==> config.mk <==
export PLATFORM = sky130hd
export DESIGN_NAME = rs232_transmitter
export DESIGN_NICKNAME = d
export VERILOG_FILES = /design/src/rtl/rs232_pkg.sv /design/src/rtl/rs232_tx_baud_gen.sv /design/src/rtl/rs232_transmitter.sv
export SDC_FILE = /design/constraint.sdc
export NUM_CORES = 1
export LEC_CHECK = 0
export ABC_AREA = 0
export CAP_MARGIN = 20
export CORE_ASPECT_RATIO = 1.1
export CORE_MARGIN = 2
export CORE_UTILIZATION = 55
export CTS_CLUSTER_SIZE = 28
export DETAILED_ROUTE_END_ITERATION = 12
export GPL_ROUTABILITY_DRIVEN = 0
export PLACE_DENSITY_LB_ADDON = 0.08
export SLEW_MARGIN = 40
export SYNTH_ARGS = -nofsm -noshare
export SYNTH_HDL_FRONTEND = slang
export SYNTH_HIERARCHICAL = 1
export SYNTH_SLANG_ARGS = --single-unit
==> constraint.sdc <==
create_clock -name clk -period 4.4 [get_ports clk]
set_clock_uncertainty 0.05 [all_clocks]
set_input_delay 1.1 -clock clk [delete_from_list [all_inputs] [get_ports clk]]
set_output_delay 1.1 -clock clk [all_outputs]
set_load 0.01 [all_outputs]
==> src/rtl/rs232_pkg.sv <==
`default_nettype none
// ============================================================================
//  Module      : rs232_pkg
//  Description : Shared definitions for the RS-232 transmitter: frame
//                geometry, default bit period and FSM state encoding.
//  Revision    : 1.0 - initial release
// ============================================================================
package rs232_pkg;

  // 8N1 frame: start + 8 data + stop
  localparam int FRAME_BITS            = 10;
  localparam int DATA_BITS             = 8;
  localparam int CLKS_PER_BIT_DEFAULT  = 5208;

  typedef enum logic [1:0] {
    IDLE  = 2'd0,
    START = 2'd1,
    DATA  = 2'd2,
    STOP  = 2'd3
  } tx_state_e;

endpackage
`default_nettype wire

==> src/rtl/rs232_tx_baud_gen.sv <==
`default_nettype none
// ============================================================================
//  Module      : rs232_tx_baud_gen
//  Description : Bit-period timer. Counts 0..CLKS_PER_BIT-1 while enabled
//                and pulses bit_end for one cycle on the last count.
//  Ports       : clk     - system clock
//                rst     - synchronous active-high reset
//                enable  - count while high, counter held at 0 while low
//                bit_end - one-cycle pulse marking the last cycle of a bit
//  Revision    : 1.0 - initial release
// ============================================================================
module rs232_tx_baud_gen #(
  parameter int CLKS_PER_BIT = rs232_pkg::CLKS_PER_BIT_DEFAULT
) (
  input  logic clk,
  input  logic rst,
  input  logic enable,
  output logic bit_end
);

  localparam int               CNT_W    = $clog2(CLKS_PER_BIT);
  localparam logic [CNT_W-1:0] CNT_LAST = CNT_W'(CLKS_PER_BIT - 1);

  logic [CNT_W-1:0] r_count;

  always_ff @(posedge clk) begin
    if (rst || !enable) begin
      r_count <= '0;
    end else if (r_count == CNT_LAST) begin
      r_count <= '0;
    end else begin
      r_count <= r_count + 1'b1;
    end
  end

  assign bit_end = enable && (r_count == CNT_LAST);

endmodule
`default_nettype wire

==> src/rtl/rs232_transmitter.sv <==
`default_nettype none
// ============================================================================
//  Module      : rs232_transmitter
//  Description : 8N1 serial transmitter with a one-byte holding register in
//                front of the shift register, so a second byte can be queued
//                while a frame is on the line and frames run back to back.
//  Ports       : clk      - system clock (rising edge)
//                rst      - synchronous active-high reset
//                tx_data  - byte to send, captured on accept
//                tx_valid - send request
//                tx_ready - holding register empty (accept = valid & ready)
//                txd      - registered serial output, idle high
//                busy     - frame on the line or byte held
//  Revision    : 1.0 - initial release
// ============================================================================
module rs232_transmitter
  import rs232_pkg::*;
#(
  parameter int CLKS_PER_BIT = CLKS_PER_BIT_DEFAULT
) (
  input  logic       clk,
  input  logic       rst,
  input  logic [7:0] tx_data,
  input  logic       tx_valid,
  output logic       tx_ready,
  output logic       txd,
  output logic       busy
);

  localparam logic [2:0] LAST_BIT = 3'(DATA_BITS - 1);

  tx_state_e  r_state;
  tx_state_e  w_state_next;
  logic [7:0] r_hold;
  logic       r_hold_full;
  logic [7:0] r_shift;
  logic [7:0] w_shift_next;
  logic [2:0] r_bit_idx;
  logic [2:0] w_bit_idx_next;
  logic       r_txd;
  logic       w_txd_next;
  logic       r_ready_en;
  logic       w_load;
  logic       w_accept;
  logic       w_bit_end;

  rs232_tx_baud_gen #(
    .CLKS_PER_BIT (CLKS_PER_BIT)
  ) u_baud (
    .clk     (clk),
    .rst     (rst),
    .enable  (r_state != IDLE),
    .bit_end (w_bit_end)
  );

  // r_ready_en keeps tx_ready low until the first edge after reset release.
  assign tx_ready = r_ready_en && !r_hold_full && !rst;
  assign busy     = ((r_state != IDLE) || r_hold_full) && !rst;
  assign txd      = r_txd;
  assign w_accept = tx_valid && tx_ready;

  always_comb begin
    w_state_next   = r_state;
    w_shift_next   = r_shift;
    w_bit_idx_next = r_bit_idx;
    w_load         = 1'b0;
    case (r_state)
      IDLE: begin
        if (r_hold_full) begin
          w_state_next = START;
          w_load       = 1'b1;
        end
      end
      START: begin
        if (w_bit_end) begin
          w_state_next = DATA;
        end
      end
      DATA: begin
        if (w_bit_end) begin
          w_shift_next   = {1'b0, r_shift[7:1]};
          // 3-bit index wraps 7 -> 0 on the way out of DATA
          w_bit_idx_next = r_bit_idx + 3'd1;
          if (r_bit_idx == LAST_BIT) begin
            w_state_next = STOP;
          end
        end
      end
      STOP: begin
        if (w_bit_end) begin
          if (r_hold_full) begin
            w_state_next = START;
            w_load       = 1'b1;
          end else begin
            w_state_next = IDLE;
          end
        end
      end
      default: begin
        w_state_next = IDLE;
      end
    endcase
    if (w_load) begin
      w_shift_next = r_hold;
    end
    // txd is registered from the next state so the line changes on the same
    // edge as the state, giving one clock from accept to start bit.
    case (w_state_next)
      START:   w_txd_next = 1'b0;
      DATA:    w_txd_next = w_shift_next[0];
      default: w_txd_next = 1'b1;
    endcase
  end

  always_ff @(posedge clk) begin
    if (rst) begin
      r_state     <= IDLE;
      r_hold      <= '0;
      r_hold_full <= 1'b0;
      r_shift     <= '0;
      r_bit_idx   <= '0;
      r_txd       <= 1'b1;
      r_ready_en  <= 1'b0;
    end else begin
      r_state    <= w_state_next;
      r_shift    <= w_shift_next;
      r_bit_idx  <= w_bit_idx_next;
      r_txd      <= w_txd_next;
      r_ready_en <= 1'b1;
      // Transfer empties the holding register first; an accept in the same
      // cycle refills it.
      if (w_load) begin
        r_hold_full <= 1'b0;
      end
      if (w_accept) begin
        r_hold      <= tx_data;
        r_hold_full <= 1'b1;
      end
    end
  end

endmodule
`default_nettype wire

# Word-level counts from Yosys, hierarchy flattened
# Cells that the tools add are included.
[totals]
out_inout_bits = 3
elab_cells = 53
in_bits = 11
reg_bits = 37
[op_classes]
n_eq_ne = 7
n_reduce_logical = 18
add_sub_neg = 2
n_mux = 17
[op_table]
columns = ["op", "count"]
rows = [
  ["two-way mux 8 bit", 3],
  ["adder 13 x 1 -> 13 bit (second input constant)", 1],
  ["equality test 13 bit (second input constant)", 1],
  ["two-way mux 2 bit", 5],
  ["one-hot mux 2 bit (4 select lines)", 1],
  ["nonzero test 2 bit", 4],
  ["equality test 2 bit (second input constant)", 3],
  ["two-way mux 1 bit", 6],
  ["logical AND 1 bit", 5],
  ["equality test 2 x 1 -> 1 bit (second input constant)", 2],
  ["one-hot mux 1 bit (2 select lines)", 2],
  ["AND reduction 2 bit", 2],
  ["adder 3 x 1 -> 3 bit (second input constant)", 1],
  ["equality test 3 bit (second input constant)", 1],
  ["logical NOT 1 bit", 3],
  ["logical NOT 2 bit", 1],
  ["logical OR 1 bit", 2],
  ["OR reduction 2 bit", 1],
]

# Depth between registers and ports, before layout
[depth]
ltp_word = 6
mapped_depth = 11
ltp_nobuf = 9

# By module
# Netlist, hierarchy kept.
[modules_own_cells]
columns = ["module", "seq_area_each_um2", "area_per_inst_um2", "cells_each", "instances"]
rows = [
  ["rs232_transmitter", 480.5, 1076.0, 130, 1],
  ["rs232_tx_baud_gen", 260.2, 728.2, 73, 1],
]

# Least setup slack after synthesis
# Ideal clock, no wire load.
[synth_path]
path_type = "input-to-output"
from = "input port rst"
to = "output port busy"
path_buffers = 1
required_ns = 3.250
t_arrival_ns = 1.497
path_stages = 2
slack_ns = 1.753
cell_sequence = "clkbuf_1 > a21oi_1"
[synth_via]
elab_chain_len = 2
[synth_rtl]
columns = ["item", "line_no", "text"]
rows = [
  ["start, declared", "rs232_transmitter.sv:22", "input logic rst,"],
  ["logical NOT 1 bit", "rs232_transmitter.sv:58", "assign busy = ((r_state != IDLE) || r_hold_full) && !rst;"],
  ["logical AND 1 bit", "rs232_transmitter.sv:58", ""],
  ["end, declared", "rs232_transmitter.sv:27", "output logic busy"],
]
# Every way passes these cells.

# Final worst setup path
[layout_path]
from = "input port rst"
to = "output port tx_ready"
[layout_via]
elab_chain_len = 2
[layout_rtl]
columns = ["item", "line_no", "text"]
rows = [
  ["logical NOT 1 bit", "rs232_transmitter.sv:57", "assign tx_ready = r_ready_en && !r_hold_full && !rst;"],
  ["logical AND 1 bit", "rs232_transmitter.sv:57", ""],
  ["end, declared", "rs232_transmitter.sv:25", "output logic tx_ready,"],
]
# Every way passes these cells.

==> results_dict.tcl <==
set metrics [dict create \
    status "complete, no violations" \
    yosysSeqAreaShare 0.4105 \
    drive_above_1_share 0.1296 \
    cts_tree "yes" \
    fmax_ghz 0.2676 \
    drcViolationCount 0 \
    row_count 21 \
    synthAdderAreaFrac 0.05548 \
    max_slew_margin 0.5394 \
    worst-path-max-fanout 11 \
    htree_levels 2 \
    nFillCells 284 \
    core_area_mm2 0.003100 \
    endpoint_kind "output pin" \
    synthArstFlopShare 0 \
    synth-edff-count 0 \
    ctsResizeCount 0 \
    maxCapViolations 0 \
    ant_nets 0 \
    rsz0062_at_grt "no" \
    synth_area_leaders "dfxtp_1 (41%), nand2_1 (6.2%), ha_1 (5.5%)" \
    cts_made_buffers 5 \
    die_y_um 64.07 \
    ys_ff_latch 37 \
    required_ps 3250 \
    fin_nets 234 \
    grt_max_degree 17 \
    syn-num-nets 222 \
    final_hold_viol_count 0 \
    root_buffer "clkbuf_4" \
    fp.dieW_um 58.61 \
    setup_violations 0 \
    synth_top_family_by_area "simple AND/OR/NAND/NOR gates" \
    antenna_found_initial 0 \
    synth-compound-area-share 0.1650 \
    seqCellArea_um2 740.7 \
    routed_wl_um 3441 \
    drtIter0Drc 80 \
    ys_warn_count 6 \
    yosys.area.top_type "dfxtp_1" \
    grt.total_usage 0.2146 \
    fin_crit_ps 3737 \
    power.leakage_nw 0.6971 \
    start_util 0.5819 \
    numPortBuffers 13 \
    synthDistinctLibCells 48 \
    grt_first_pass_wirelength_um 6313 \
    syn_to_final_growth_pct 11.58 \
    maxSlewViolCount 0 \
    whs_ps 413.0 \
    dpl.hpwl_um 2492 \
    firstDrtPassIters 7 \
    netlist_instances 203 \
    synth.avg_cell_area_um2 8.888 \
    hold_path.class "flip-flop to flip-flop" \
    crit_arrival_ps 2590 \
    synth_top_area_frac 0.4105 \
    clkTransAtPathRegs_ps 110 \
    synth.top_cells.by_count "dfxtp_1 (37), nand2_1 (30), a21oi_1 (15)" \
    start_kind "primary input" \
    synth_xor_area_frac 0.01942 \
    fin_crit_sh 0.8494 \
    diodes 0 \
    fin_area_mm2 0.002013 \
    worst_slack_ps 662.5 \
    setup_tns_ps 0 \
    muxShareOfSynthArea 0.02011 \
    worstSkewPairLatency_ps 340 \
    placed_area_mm2 0.001941 \
    vias 1485 \
    synth_ff_type "dfxtp_1" \
    max-vdd-ir-drop_mv 0.1784 \
    netlist_area_mm2 0.001804 \
    multi_input_area_um2 982.2 \
    synth-simple-area-share 0.2843 \
    dp_slack_ps 691.2 \
    grt_pass1_vias 1469 \
    gr-total-overflow 0 \
    postCtsSetupRepairBufs 0 \
    synth.most_common_cell "dfxtp_1" \
    clock_sinks 37 \
    io_pins 14 \
    dieArea_mm2 0.003755 \
    path_class "primary input to output pin" \
    worst_pin_slew_ps 690.8 \
    ctsHoldBuffers 0 \
    cts_buffer_depth 2 \
    viasPerCell 5.940 \
    power_density_mw_per_mm2 290.2 \
    wl_per_cell_um 13.76 \
]
[layout by cell type (no fill, tap or decap), drive strengths merged, types with 3 or more instances in the layout]
| master | netlist | final |
|---|---|---|
| nor2 | 11 | 11 |
| clkinv | 1 | 3 |
| ha | 8 | 8 |
| and3 | 3 | 3 |
| nand3 | 14 | 14 |
| clkdlybuf4s50 | 0 | 13 |
| nor3 | 5 | 5 |
| nand2 | 30 | 30 |
| buf | 4 | 3 |
| a311oi | 6 | 6 |
| and2 | 3 | 3 |
| a21oi | 15 | 15 |
| dfxtp | 37 | 37 |
| clkbuf | 7 | 6 |
| o21ai | 6 | 6 |
| or3 | 4 | 4 |
| nor4 | 5 | 5 |
| a31oi | 4 | 4 |
| a211oi | 6 | 6 |
| inv | 7 | 7 |
[per-layer routing]
layer  share of wire  global-route usage  up-vias
met2            0.53              0.3708       24
met1            0.42              0.2497      694
met3           0.028             0.04453       11
li1                -                   -      756
met5               0                   0        -
met4           0.024             0.09659        0
[registers in the layout, indices dropped and copies added, names as in the netlist]
| signal | cells |
|---|---|
| u_baud/r_count | 13 |
| r_hold | 8 |
| r_shift | 8 |
| r_bit_idx | 3 |
| r_state | 2 |
| r_hold_full | 1 |
| r_ready_en | 1 |
| txd | 1 |
[report_power, final]
group | internal (mW) | switching (mW)
sequential | 0.343 | 0.00480
clock | 0.0779 | 0.114
combinational | 0.0218 | 0.0223
total | 0.443 | 0.141
[logic make-up (layout without fill, tap and decap cells)]
family,count (synthesis),after routing
simple gates,90,90
flops,37,37
compound gates,42,42
buf+inv,19,32
mux,3,3
xor+xnor,4,4
fa+ha+maj,8,8
[stage by stage]
step / utilization / std cells / total power [mW]
2_1_floorplan: - / 203 / 0.3803
3_3_place_gp: 0.6259 / 241 / 0.3976
3_5_place_dp: 0.6259 / 241 / 0.3996
4_1_cts: 0.6469 / 249 / 0.5922
5_1_grt: 0.6493 / 250 / 0.6154
6_report: 0.6493 / 250 / 0.5842
[final timing paths]
path,cells after the start,to,slack (ps),startpoint
max,5,tx_ready,660,rst
min reg2reg,2,r_hold[3]$_SDFFE_PP0P_,410,r_hold[3]$_SDFFE_PP0P_
min,2,r_hold[3]$_SDFFE_PP0P_,410,r_hold[3]$_SDFFE_PP0P_
max reg2reg,8,txd$_SDFF_PP1_,1170,u_baud/r_count[7]$_SDFF_PP0_
[area by class of cell]
class / instances / share of cell area
repair buffers: 16 / 0.07582
flip-flops and latches: 37 / 0.3679
clock inverters: 2 / 0.006837
well taps: 34 / 0.02113
multi-input cells: 147 / 0.4879
clock buffers: 6 / 0.02548
inverters: 8 / 0.01492
[critical path: stages]
cell,delay [ps]
clkdlybuf4s50_1,430
buf_4,190
inv_1,120
and3_1,210
clkdlybuf4s50_1,550
Note: power is estimated with default switching activity, not from simulation.
